**src/rtl/dmem_arb_pkg.sv**
```systemverilog
// Shared types and default sizing for the DMem arbiter between the core load/store path and the host loader.
package dmem_arb_pkg;
   localparam int DEF_AW         = 8;
   localparam int DEF_DW         = 8;
   localparam int DEF_STARVE_MAX = 4;
   localparam int DEF_LOCK_MAX   = 64;

   typedef enum logic {ARB = 1'b0, HOST_LOCK = 1'b1} arb_state_t;
   typedef enum logic {OWN_CORE = 1'b0, OWN_HOST = 1'b1} arb_owner_t;
endpackage

```
**src/rtl/dmem_arbiter_if.sv**
```systemverilog
// Requester-side handshake bundle (core or host) and the single-port DMem bus.
interface dmem_req_if
   import dmem_arb_pkg::*;
#(
   parameter int AW = DEF_AW,
   parameter int DW = DEF_DW
) ();
   logic          req;
   logic          wen;
   logic          lock;
   logic [AW-1:0] addr;
   logic [DW-1:0] wdat;
   logic          gnt;
   logic          rvalid;
   logic [DW-1:0] rdat;

   modport master (output req, wen, lock, addr, wdat, input gnt, rvalid, rdat);
   modport slave  (input req, wen, lock, addr, wdat, output gnt, rvalid, rdat);
   // The core never locks the bus, so its arbiter-side view omits lock.
   modport core_slave (input req, wen, addr, wdat, output gnt, rvalid, rdat);
endinterface

interface dmem_bus_if
   import dmem_arb_pkg::*;
#(
   parameter int AW = DEF_AW,
   parameter int DW = DEF_DW
) ();
   logic          wen;
   logic [AW-1:0] addr;
   logic [DW-1:0] wdat;
   logic [DW-1:0] rdat;

   modport master (output wen, addr, wdat, input rdat);
   modport slave  (input wen, addr, wdat, output rdat);
endinterface

```
**src/rtl/dmem_arbiter.sv**
```systemverilog
// Per-cycle DMem arbiter: core priority, bounded host starvation, host bus lock with a forced
// timeout, and registered read data with a one-cycle valid strobe per requester.
module dmem_arbiter
   import dmem_arb_pkg::*;
#(
   parameter int AW         = DEF_AW,
   parameter int DW         = DEF_DW,
   parameter int STARVE_MAX = DEF_STARVE_MAX,
   parameter int LOCK_MAX   = DEF_LOCK_MAX
) (
   input  logic           i_clk,
   input  logic           i_rst_n,
   dmem_req_if.core_slave core,
   dmem_req_if.slave      host,
   dmem_bus_if.master     dm
);
   localparam int SW = $clog2(STARVE_MAX + 1);
   localparam int LW = (LOCK_MAX > 1) ? $clog2(LOCK_MAX) : 1;

   arb_state_t    r_state, w_state_next;
   arb_owner_t    w_owner;
   logic [SW-1:0] r_starve_cnt, w_starve_next;
   logic [LW-1:0] r_lock_cnt, w_lock_next;
   logic          r_lock_block, w_lock_block_next;
   logic          w_core_gnt, w_host_gnt, w_any_gnt;
   logic          w_starved, w_force_drop;
   logic [AW-1:0] r_dm_addr, w_dm_addr;
   logic [DW-1:0] r_dm_wdat, w_dm_wdat;
   logic          w_dm_wen;
   logic          r_core_rvalid, r_host_rvalid;
   logic [DW-1:0] r_core_rdat, r_host_rdat;

   always_comb begin
      w_core_gnt        = 1'b0;
      w_host_gnt        = 1'b0;
      w_state_next      = r_state;
      w_starved         = (r_starve_cnt == SW'(STARVE_MAX));
      w_force_drop      = (r_lock_cnt == LW'(LOCK_MAX - 1));
      w_lock_block_next = r_lock_block;

      // Grants are gated by reset so nothing reaches DMem while it is held.
      if (i_rst_n) begin
         case (r_state)
            ARB: begin
               if (core.req && !(w_starved && host.req)) begin
                  w_core_gnt = 1'b1;
               end else if (host.req) begin
                  w_host_gnt = 1'b1;
               end
               if (w_host_gnt && host.lock && !r_lock_block) begin
                  w_state_next = HOST_LOCK;
               end
            end
            HOST_LOCK: begin
               w_host_gnt = host.req;
               if (!host.lock || w_force_drop) begin
                  w_state_next = ARB;
               end
            end
            default: w_state_next = ARB;
         endcase
      end

      // After a forced drop the host must release lock once before it may relock.
      if (!host.lock) begin
         w_lock_block_next = 1'b0;
      end else if (r_state == HOST_LOCK && w_force_drop) begin
         w_lock_block_next = 1'b1;
      end

      if (host.req && !w_host_gnt) begin
         w_starve_next = w_starved ? r_starve_cnt : r_starve_cnt + SW'(1);
      end else begin
         w_starve_next = '0;
      end

      if (r_state == HOST_LOCK && w_state_next == HOST_LOCK) begin
         w_lock_next = r_lock_cnt + LW'(1);
      end else begin
         w_lock_next = '0;
      end
   end

   assign w_any_gnt = w_core_gnt | w_host_gnt;
   assign w_owner   = w_host_gnt ? OWN_HOST : OWN_CORE;

   always_comb begin
      w_dm_wen  = 1'b0;
      w_dm_addr = r_dm_addr;
      w_dm_wdat = r_dm_wdat;
      if (w_any_gnt) begin
         if (w_owner == OWN_HOST) begin
            w_dm_wen  = host.wen;
            w_dm_addr = host.addr;
            w_dm_wdat = host.wdat;
         end else begin
            w_dm_wen  = core.wen;
            w_dm_addr = core.addr;
            w_dm_wdat = core.wdat;
         end
      end
   end

   always_ff @(posedge i_clk or negedge i_rst_n) begin
      if (!i_rst_n) begin
         r_state       <= ARB;
         r_starve_cnt  <= '0;
         r_lock_cnt    <= '0;
         r_lock_block  <= 1'b0;
         r_dm_addr     <= '0;
         r_dm_wdat     <= '0;
         r_core_rvalid <= 1'b0;
         r_host_rvalid <= 1'b0;
         r_core_rdat   <= '0;
         r_host_rdat   <= '0;
      end else begin
         r_state       <= w_state_next;
         r_starve_cnt  <= w_starve_next;
         r_lock_cnt    <= w_lock_next;
         r_lock_block  <= w_lock_block_next;
         r_dm_addr     <= w_dm_addr;
         r_dm_wdat     <= w_dm_wdat;
         r_core_rvalid <= w_core_gnt && !core.wen;
         r_host_rvalid <= w_host_gnt && !host.wen;
         if (w_core_gnt && !core.wen) begin
            r_core_rdat <= dm.rdat;
         end
         if (w_host_gnt && !host.wen) begin
            r_host_rdat <= dm.rdat;
         end
      end
   end

   assign core.gnt    = w_core_gnt;
   assign core.rvalid = r_core_rvalid;
   assign core.rdat   = r_core_rdat;
   assign host.gnt    = w_host_gnt;
   assign host.rvalid = r_host_rvalid;
   assign host.rdat   = r_host_rdat;
   assign dm.wen      = w_dm_wen;
   assign dm.addr     = w_dm_addr;
   assign dm.wdat     = w_dm_wdat;
endmodule

```
**src/flat_wrapper.sv**
```systemverilog
// flat-port wrapper written by rule: the top's interface ports become plain ports
module dmem_arbiter_flat import dmem_arb_pkg::*;
#(
   parameter int AW         = DEF_AW,
   parameter int DW         = DEF_DW,
   parameter int STARVE_MAX = DEF_STARVE_MAX,
   parameter int LOCK_MAX   = DEF_LOCK_MAX
)
  (i_clk, i_rst_n, core_req, core_wen, core_addr, core_wdat, core_gnt, core_rvalid, core_rdat, host_req, host_wen, host_lock, host_addr, host_wdat, host_gnt, host_rvalid, host_rdat, dm_wen, dm_addr, dm_wdat, dm_rdat);
  dmem_req_if #(.AW(AW), .DW(DW)) core_i ();
  dmem_req_if #(.AW(AW), .DW(DW)) host_i ();
  dmem_bus_if #(.AW(AW), .DW(DW)) dm_i ();
  input  logic i_clk;
  input  logic i_rst_n;
  input wire logic [$bits(core_i.req)-1:0] core_req;
  input wire logic [$bits(core_i.wen)-1:0] core_wen;
  input wire logic [$bits(core_i.addr)-1:0] core_addr;
  input wire logic [$bits(core_i.wdat)-1:0] core_wdat;
  output wire logic [$bits(core_i.gnt)-1:0] core_gnt;
  output wire logic [$bits(core_i.rvalid)-1:0] core_rvalid;
  output wire logic [$bits(core_i.rdat)-1:0] core_rdat;
  input wire logic [$bits(host_i.req)-1:0] host_req;
  input wire logic [$bits(host_i.wen)-1:0] host_wen;
  input wire logic [$bits(host_i.lock)-1:0] host_lock;
  input wire logic [$bits(host_i.addr)-1:0] host_addr;
  input wire logic [$bits(host_i.wdat)-1:0] host_wdat;
  output wire logic [$bits(host_i.gnt)-1:0] host_gnt;
  output wire logic [$bits(host_i.rvalid)-1:0] host_rvalid;
  output wire logic [$bits(host_i.rdat)-1:0] host_rdat;
  output wire logic [$bits(dm_i.wen)-1:0] dm_wen;
  output wire logic [$bits(dm_i.addr)-1:0] dm_addr;
  output wire logic [$bits(dm_i.wdat)-1:0] dm_wdat;
  input wire logic [$bits(dm_i.rdat)-1:0] dm_rdat;
  assign core_i.req = core_req;
  assign core_i.wen = core_wen;
  assign core_i.addr = core_addr;
  assign core_i.wdat = core_wdat;
  assign core_gnt = core_i.gnt;
  assign core_rvalid = core_i.rvalid;
  assign core_rdat = core_i.rdat;
  assign host_i.req = host_req;
  assign host_i.wen = host_wen;
  assign host_i.lock = host_lock;
  assign host_i.addr = host_addr;
  assign host_i.wdat = host_wdat;
  assign host_gnt = host_i.gnt;
  assign host_rvalid = host_i.rvalid;
  assign host_rdat = host_i.rdat;
  assign dm_wen = dm_i.wen;
  assign dm_addr = dm_i.addr;
  assign dm_wdat = dm_i.wdat;
  assign dm_i.rdat = dm_rdat;
  dmem_arbiter #(.AW(AW), .DW(DW), .STARVE_MAX(STARVE_MAX), .LOCK_MAX(LOCK_MAX)) u_core (.i_clk(i_clk), .i_rst_n(i_rst_n), .core(core_i), .host(host_i), .dm(dm_i));
endmodule
```
**config.mk**
```make
export PLATFORM = sky130hd
export DESIGN_NAME = dmem_arbiter_flat
export DESIGN_NICKNAME = d
export VERILOG_FILES = /design/src/rtl/dmem_arb_pkg.sv /design/src/rtl/dmem_arbiter_if.sv /design/src/rtl/dmem_arbiter.sv /design/src/flat_wrapper.sv
export SDC_FILE = /design/constraint.sdc
export NUM_CORES = 1
export LEC_CHECK = 0
export ABC_CLOCK_PERIOD_IN_PS = 3800
export CORE_ASPECT_RATIO = 1.75
export CORE_MARGIN = 10
export CORE_UTILIZATION = 40
export CTS_CLUSTER_SIZE = 20
export DETAILED_ROUTE_END_ITERATION = 10
export PLACE_DENSITY_LB_ADDON = 0.08
export SLEW_MARGIN = 40
export SYNTH_ARGS = -nofsm -noshare
export SYNTH_HDL_FRONTEND = slang
export SYNTH_SLANG_ARGS = --single-unit
```
**constraint.sdc**
```tcl
create_clock -name i_clk -period 3.8 [get_ports i_clk]
set_clock_uncertainty 0.2 [all_clocks]
set_input_delay 0.76 -clock i_clk [delete_from_list [all_inputs] [get_ports i_clk]]
set_output_delay 0.76 -clock i_clk [all_outputs]
set_load 0.05 [all_outputs]
```
==> flow_metrics.py <==
metrics = {
    "clocking": {
        "insertion_delay_ns": 0.30,
        "htree_num_levels": 2,
        "clk_pin_slew_ns": 0.09,
        "post_cts_hold_buffers": 0,
        "tritoncts": "yes",
        "postCtsSetupBuffers": 0,
        "clock_tree.root_cell": "sky130_fd_sc_hd__clkbuf_8",
        "clk_path_buf_depth": 2,
        "clkSinkCount": 45,
        "tritoncts.num_buffers": 5,
        "postCtsResizedCells": 0,
    },
    "synth": {
        "netlist_area_mm2": 0.00201,
        "ys_top_cells_by_area": "sky130_fd_sc_hd__dfrtp_1 (56%), sky130_fd_sc_hd__mux2i_1 (8.5%), sky130_fd_sc_hd__mux2_4 (6.0%)",
        "synth.top_cell.area_share_pct": 56.0,
        "postSynth.asyncResetShare_pct": 100,
        "synthTopCellsByCount": "sky130_fd_sc_hd__dfrtp_1 (45), sky130_fd_sc_hd__nor2_1 (26), sky130_fd_sc_hd__a21oi_1 (18), sky130_fd_sc_hd__mux2i_1 (17)",
        "post_synth_num_cell_types": 30,
        "synth_ff_type": "sky130_fd_sc_hd__dfrtp_1",
        "synth_enable_flop_cells": 0,
        "count_of_state_elements_after_synthesis": 45,
        "synthesized_instance_count": 167,
        "yosysWarningCount": 0,
        "syn_area_per_cell_um2": 12.0,
        "synth_top_cell_by_area": "sky130_fd_sc_hd__dfrtp_1",
        "cell_with_the_most_instances_after_synthesis": "sky130_fd_sc_hd__dfrtp_1",
        "ys_seq_area_share_pct": 56.0,
        "postSynthNetCount": 217,
    },
    "detailed_routing": {
        "drt-pass1-iter-count": 3,
        "route.final.wire_length_um": 4810,
        "drt_iter0_markers": 70,
        "routed_via_density": 4.90,
        "vias": 1514,
        "antenna_violating_nets_post_route": 0,
        "drc": 0,
        "route.detailed.wl_per_inst_um": 15.6,
    },
    "grt": {
        "grt_antenna_before_repair": 0,
        "grt_util_all_layers_pct": 11.5,
        "grt_first_pass_wirelength_um": 7730,
        "grt_pass1_vias": 1589,
        "grt_start_max_net_pins": 44,
        "grt_remaining_overflow": 0,
    },
    "setup_path": {
        "crit_arrival_ns": 2.43,
        "reg2regPathDepth": 8,
        "cp-start-kind": "primary input",
        "worstReg2RegStart": "u_core.r_starve_cnt[0]",
        "critPathMaxFanout": 3,
        "timing.critical_path.required_ns": 2.84,
        "rrSetupSlack_ns": 1.62,
        "endpoint_kind": "primary output",
        "timing.rr.end": "u_core.host.rdat[7]",
        "crit_type": "in -> out",
    },
    "sta": {
        "tns_ns": 0,
        "report.final.hold_viol_count": 0,
        "tightestPinTransition_ns": 0.530,
        "finalSetupViolCount": 0,
        "slew_headroom_pct": 64.6,
        "finalHoldWorstSlack_ns": 0.0791,
        "timing.final.max_slew_violations": 0,
        "final_min_period_over_clock_period_pct": 89.1,
        "period_minus_slack_ns": 3.39,
        "fmax_achieved_ghz": 0.295,
        "rsz0062_at_grt": "false",
    },
    "final_layout": {
        "syn_to_final_growth_pct": 58.0,
        "nFillCells": 416,
        "final_nets": 305,
        "num_antenna_cells": 0,
        "post_route_cells_drive_above_1_share_pct": 16.9,
    },
    "power": {
        "leakage_nw": 1.36,
        "fin_total_pwr_mw": 1.62,
        "power_per_cell_area_mw_per_mm2": 511,
        "ir_drop_mv": 0.355,
    },
    "place": {
        "gp_congestion": 0.705,
        "port-buffer-count": 83,
        "place_hpwl_um": 3850,
    },
    "floorplan": {
        "chipWidth_um": 73.6,
        "die_height_um": 114,
        "fp.dieArea_mm2": 0.00837,
        "placeable_core_region_mm2": 0.00493,
        "design.portCount": 84,
        "rows": 34,
        "floorplan.initialDensity_pct": 40.7,
    },
    "run_status": {
        "outcome": "finished, final reports clean",
    },
    "flow_run": {
        "drv.max_cap_violation_count": 0,
    },
    "worst_hold_path": {
        "hold_path.class": "in -> async",
    },
}
-- layer usage --
metal	part of all wire, %	GRT usage [%]	vias to the layer above
met4	1.1	4.12	0
met1	38	12.6	707
met5	0	0	-
met2	49	18.6	62
li1	-	-	740
met3	11	5.48	5
-- logic make-up after synthesis --
family / share of synthesized area (%)
xor gates and xnor gates: 2.18
and+or+nand+nor: 10.9
AOI/OAI and AO/OA: 6.35
DFF: 56.0
buffers and inverters: 3.80
muxes: 18.9
adders and majority gates: 1.87
-- how the worst max path moves through the flow --
stage	start	endpoint	slack, ns	cells after the start
2_1_floorplan	core_req	dm_addr[5]	0.53	6
3_5_place_dp	core_req	core_gnt	0.40	4
5_1_grt	core_req	dm_wdat[2]	0.25	7
3_3_place_gp	core_req	core_gnt	0.43	4
4_1_cts	core_req	core_gnt	0.40	4
6_report	core_req	core_gnt	0.41	4
-- flip-flops by register name (all words and copies together), names as in the netlist --
register	count
u_core.host.rdat	8
u_core.core.rvalid	1
u_core.host.rvalid	1
u_core.r_dm_addr	8
u_core.r_starve_cnt	3
u_core.r_dm_wdat	8
u_core.r_state	1
u_core.r_lock_block	1
u_core.core.rdat	8
u_core.r_lock_cnt	6
-- worst max-delay path, stage by stage --
cell and delay, ns:
sky130_fd_sc_hd__clkdlybuf4s50_1 0.46, sky130_fd_sc_hd__nor2b_2 0.20, sky130_fd_sc_hd__and3_4 0.21, sky130_fd_sc_hd__clkdlybuf4s50_1 0.80
-- cell type report --
type	count	area [µm²]	share of cell area, %
Sequential cell	45	1130	35.4
Timing Repair Buffer	88	1060	33.2
Multi-Input combinational cell	111	808	25.4
Clock buffer	5	68.8	2.17
Tap cell	54	67.6	2.13
Clock inverter	2	35.0	1.10
Inverter	4	15.0	0.473
-- power by group --
part | leakage (nW) | switching (mW) | total [mW] | internal [mW]
Combinational | 0.759 | 0.393 | 0.687 | 0.294
Clock | 0.0540 | 0.158 | 0.349 | 0.191
Sequential | 0.544 | 0.0326 | 0.586 | 0.554
-- stage by stage --
stage	setup slack (ns)	instance area (µm²)	utilization, %	std cells
floorplan	0.528	2010	-	167
global placement	0.425	3070	62.3	302
detailed placement	0.404	3070	62.3	302
CTS	0.396	3180	64.4	309
global route	0.253	3180	64.4	309
finish	0.414	3180	64.4	309
-- placed cells by master, fill, tap and decap left out, types with 2 or more instances in the layout --
| cell | instances |
|---|---|
| sky130_fd_sc_hd__a21oi_1 | 18 |
| sky130_fd_sc_hd__buf_4 | 4 |
| sky130_fd_sc_hd__inv_1 | 4 |
| sky130_fd_sc_hd__nand3_1 | 5 |
| sky130_fd_sc_hd__nor2b_1 | 4 |
| sky130_fd_sc_hd__xor2_1 | 3 |
| sky130_fd_sc_hd__nor2_1 | 26 |
| sky130_fd_sc_hd__nand2_1 | 4 |
| sky130_fd_sc_hd__buf_12 | 19 |
| sky130_fd_sc_hd__mux2_4 | 8 |
| sky130_fd_sc_hd__xnor2_1 | 2 |
| sky130_fd_sc_hd__dfrtp_1 | 45 |
| sky130_fd_sc_hd__mux2i_1 | 17 |
| sky130_fd_sc_hd__clkbuf_8 | 5 |
| sky130_fd_sc_hd__mux2_1 | 8 |
| sky130_fd_sc_hd__nand2b_1 | 2 |
| sky130_fd_sc_hd__ha_1 | 3 |
| sky130_fd_sc_hd__clkdlybuf4s50_1 | 64 |
(Power assumes the default switching activity.)
==> RTL edit 1, RTL diff (same flow settings) <==
Make the reset (`i_rst_n`) synchronous in one clocked block.
--- a/src/rtl/dmem_arbiter.sv
+++ b/src/rtl/dmem_arbiter.sv
@@ -103,3 +103,3 @@
 
-   always_ff @(posedge i_clk or negedge i_rst_n) begin
+   always_ff @(posedge i_clk) begin
       if (!i_rst_n) begin
Function: differs if i_rst_n is asserted again (counterexample within 4 cycles, from zero or initial values and one cycle with i_rst_n low); with i_rst_n held inactive, the same outputs for 10 cycles.
==> RTL edit 1 against the unedited design <==
- design area up 10%
- total power down 21%
- via count grew 42%
- wire length is 43% higher
- sequential cell count stayed put
- worst setup slack worse by 0.035 ns
- count of clock-buffer cells in the layout grew 2
- synthesized area rose by 15%
- sequential power fell by 14%
- largest power group is now sequential cells
- highest routed layer unchanged
==> RTL edit 1: results (changes against the unedited design) <==
largest net degree at the start of global routing = 33 (was 44)
setup bufs post-CTS = 0 (unchanged)
global-route wire length before repair = 11200 microns (was 7730 microns)
CTS resizes = 0 (unchanged)
pre-CTS worst setup slack = 0.378 ns (was 0.404 ns)
multi-input gate count = 168 (was 111)
R2R Setup Slk = 1.60 ns (was 1.62 ns)
min-delay worst type = reg -> reg (was in -> async)
worst r2r dst = u_core.core.rdat[2] (was u_core.host.rdat[7])
Post-Synthesis Cells = 238 (was 167)
predominant post-synthesis flop cell = dfxtp_1 (was dfrtp_1)
slowest CP cell = clkdlybuf4s50_1 (unchanged)
WL final = 6860 microns (was 4810 microns)
Netlist cell types = 35 (was 30)
Fill cells = 521 (was 416)
outcome = finished clean (unchanged)
invs w/o clock = 4 (unchanged)
r2r worst-path depth = 5 (was 8)
routability cong. = 0.735 (was 0.705)
initial antenna violation count = 0 (unchanged)
Via density = 5.44 (was 4.90)
Root Driver = clkbuf_8 (unchanged)
H-tree depth = 2 (unchanged)
n_diodes = 0 (unchanged)
Final #Nets = 367 (was 305)
number of global-route vias before repair = 2205 (was 1589)
CLK BUF = 7 (was 5)
worst stage delay on the critical path = 0.53 ns (was 0.80 ns)
Non-clock buffer share = 30.9% (was 33.2%)
peak supply drop = 0.213 mV (was 0.355 mV)
Signal buffers = 93 (was 88)
TritonRoute pass-1 iters = 5 (was 3)
hold path startpoint = u_core.r_lock_cnt[0]
YS warnings = 0 (unchanged)
largest class = multi-input gates (was registers)
total track usage = 14.5% (was 11.5%)
Starting DRT DRC Count = 202 (was 70)
Pleak = 1.49 nW (was 1.36 nW)
total nets after synthesis = 288 (was 217)
register area share after synthesis = 39.0% (was 56.0%)
share of layout cells above drive strength 1 = 17.9% (was 16.9%)
Critical Path Start = core_req (unchanged)
async set-or-reset flop fraction in the synthesized netlist = 0% (was 100%)
synth top area cells = dfxtp_1, mux2i_1, o221a_2, o211a_1, nand4b_1 (was dfrtp_1, mux2i_1, mux2_4, nor2_1, a21oi_1)
Rel. slew slack = 58.9% (was 64.6%)
clock network area share = 3.33% (was 3.27%)
Sequential Area = 901 sq um (was 1130 sq um)
sink of the worst hold path = u_core.r_lock_cnt[0]
CTS Buffer Depth = 2 (unchanged)
number of buffers created by CTS = 5 (unchanged)
hold path depth = 1
DP HPWL = 5120 microns (was 3850 microns)
fraction of area in multi-input gates = 36.9% (was 25.4%)
IO buf count = 83 (unchanged)
highest net fanout along the worst path = 17 (was 3)
Data arrival, critical path = 2.46 ns (was 2.43 ns)
list of most frequent post-synthesis cells = dfxtp_1, mux2i_1, nand2_1 (was dfrtp_1, nor2_1, a21oi_1)
worst r2r src = u_core.r_starve_cnt[0] (unchanged)
==> RTL edit 1: power breakdown <==
group	switching, mW	leakage [nW]	total, mW	internal, mW
clock network	0.156	0.0585	0.370	0.214
registers	0.0108	0.369	0.504	0.494
logic	0.204	1.06	0.401	0.196
total	0.371	1.49	1.28	0.905
==> RTL edit 1: worst max-delay path by stage <==
stage	cells past startpoint	end	slack [ns]
detailed placement	6	dm_wen	0.38
CTS	6	dm_wen	0.37
finish	6	dm_wen	0.38
global placement	6	dm_wen	0.41
global route	6	dm_wen	0.28
floorplan	5	dm_wen	0.49
==> RTL edit 1: worst max-delay path, delay by kind of cell <==
family / cells / cell delay, ns
buffers and inverters: 3 / 1.01
and+or+nand+nor: 2 / 0.41
muxes: 1 / 0.28
==> RTL edit 1: through the flow <==
| stage | instances | util (%) | cell area, sq um | hold slack (ns) |
|---|---|---|---|---|
| final | 394 | 62.5 | 3490 | 0.250 |
| after global routing | 394 | 62.5 | 3490 | 0.291 |
| after CTS | 394 | 62.5 | 3490 | 0.257 |
| after detailed placement | 386 | 60.5 | 3380 | 0.245 |
| after global placement | 386 | 60.5 | 3380 | 0.235 |
| after floorplan | 238 | - | 2310 | 0.218 |
==> RTL edit 1: cells by family after synthesis <==
family	after synthesis	share of synthesized area (%)
AO/OA/AOI/OAI	58	21.2
AND/OR/NAND/NOR	71	17.4
flip-flops	45	39.0
adder cells (fa/ha/maj)	3	1.63
buffers and inverters	25	5.37
XOR/XNOR	3	1.14
multiplexers	33	14.3
==> RTL edit 1: metal layers <==
metal	part of all wire, %	track usage, %	wire, microns	up-vias
met4	0.80	3.78	55	0
met5	0	0	0	-
met3	5.6	3.93	382	4
met1	40	15.7	2750	1031
li1	-	-	-	1048
met2	54	26.9	3680	60
==> RTL edit 2, RTL diff (same flow settings) <==
Without the edit above. Set the package constant `DEF_DW` to 9 (it was 8).
--- a/src/rtl/dmem_arb_pkg.sv
+++ b/src/rtl/dmem_arb_pkg.sv
@@ -3,3 +3,3 @@
    localparam int DEF_AW         = 8;
-   localparam int DEF_DW         = 8;
+   localparam int DEF_DW         = 9;
    localparam int DEF_STARVE_MAX = 4;
Interface: changed (6 resized); port bits go from 84 to 90. The function was not compared with the original's and may differ.
==> RTL edit 2 against the unedited design <==
- global-route usage rose by 1.1 points
- worst setup slack improved by 0.072 ns
- sequential cell count rose by 3
- critical path type unchanged
- design area rose by 6.7%
- synthesized area rose by 5.9%
- largest cell class unchanged
- cell count rose by 4.9%
- total power rose by 7.9%
- wire length rose by 9.5%
- largest power group unchanged
- hold slack improved by 0.031 ns
==> RTL edit 2: results (changes against the unedited design) <==
Logic power comb = 750 uW (was 687 uW)
global routing usage on met3 = 8.59% (was 5.48%)
total nets after synthesis = 229 (was 217)
part of the power in registers = 35.9% (was 36.1%)
post-synthesis mux area share = 19.6% (was 18.9%)
Worst Setup EP = dm_wdat[1] (was core_gnt)
DP HPWL = 4160 microns (was 3850 microns)
R2R Setup Slk = 1.60 ns (was 1.62 ns)
post-synthesis adder-cell area fraction = 1.76% (was 1.87%)
Slew @ Worst Pin = 0.535 ns (was 0.530 ns)
Synth Area in Compound Gates = 6.23% (was 6.35%)
Post-Synthesis Cells = 176 (was 167)
area post-placement = 3270 sq um (was 3070 sq um)
pre-CTS worst setup slack = 0.479 ns (was 0.404 ns)
worst hold margin = 0.110 ns (was 0.0791 ns)
register area share after synthesis = 56.4% (was 56.0%)
Fill cells = 409 (was 416)
Sw Share = 36.6% (was 36.0%)
Via density = 4.90 (about the same)
number of global-route vias before repair = 1777 (was 1589)
highest net fanout along the worst path = 21 (was 3)
worst stage delay on the critical path = 0.52 ns (was 0.80 ns)
Final period util = 87.2% (was 89.1%)
peak supply drop = 0.256 mV (was 0.355 mV)
Synth Area in XOR/XNOR = 2.06% (was 2.18%)
routability cong. = 0.724 (was 0.705)
list of most frequent post-synthesis cells = dfrtp_1, nor2_1, a21oi_1 (unchanged)
WL per Instance = 16.3 microns (was 15.6 microns)
fin cells = 324 (was 309)
PwrDens = 516 nW/um^2 (was 511 nW/um^2)
Pleak = 1.44 nW (was 1.36 nW)
met3 WL = 746 microns (was 542 microns)
Data arrival, critical path = 2.35 ns (was 2.43 ns)
outcome = finished clean (unchanged)
==> RTL edit 2: cell types whose count changed after synthesis, moves of 2 or more <==
cell / change
buf_2: +3
dfrtp_1: +3
buf_1: -2
buf_4: +2
==> RTL edit 2: area by class of cell <==
class | instances | area [sq um] | area share (%)
multi-input cells | 116 | 861 | 25.4
repair buffers | 93 | 1130 | 33.3
flip-flops and latches | 48 | 1200 | 35.4
well taps | 55 | 68.8 | 2.03
clock inverters | 3 | 46.3 | 1.37
clock buffers | 5 | 68.8 | 2.03
inverters | 4 | 15.0 | 0.443
==> RTL edit 2: kinds of logic (layout without fill, tap and decap cells) <==
| logic type | Yosys count | after routing |
|---|---|---|
| buf+inv | 12 | 105 |
| fa+ha+maj | 3 | 3 |
| mux | 36 | 36 |
| compound gates | 24 | 24 |
| xor+xnor | 5 | 5 |
| simple gates | 48 | 48 |
| flops | 48 | 48 |
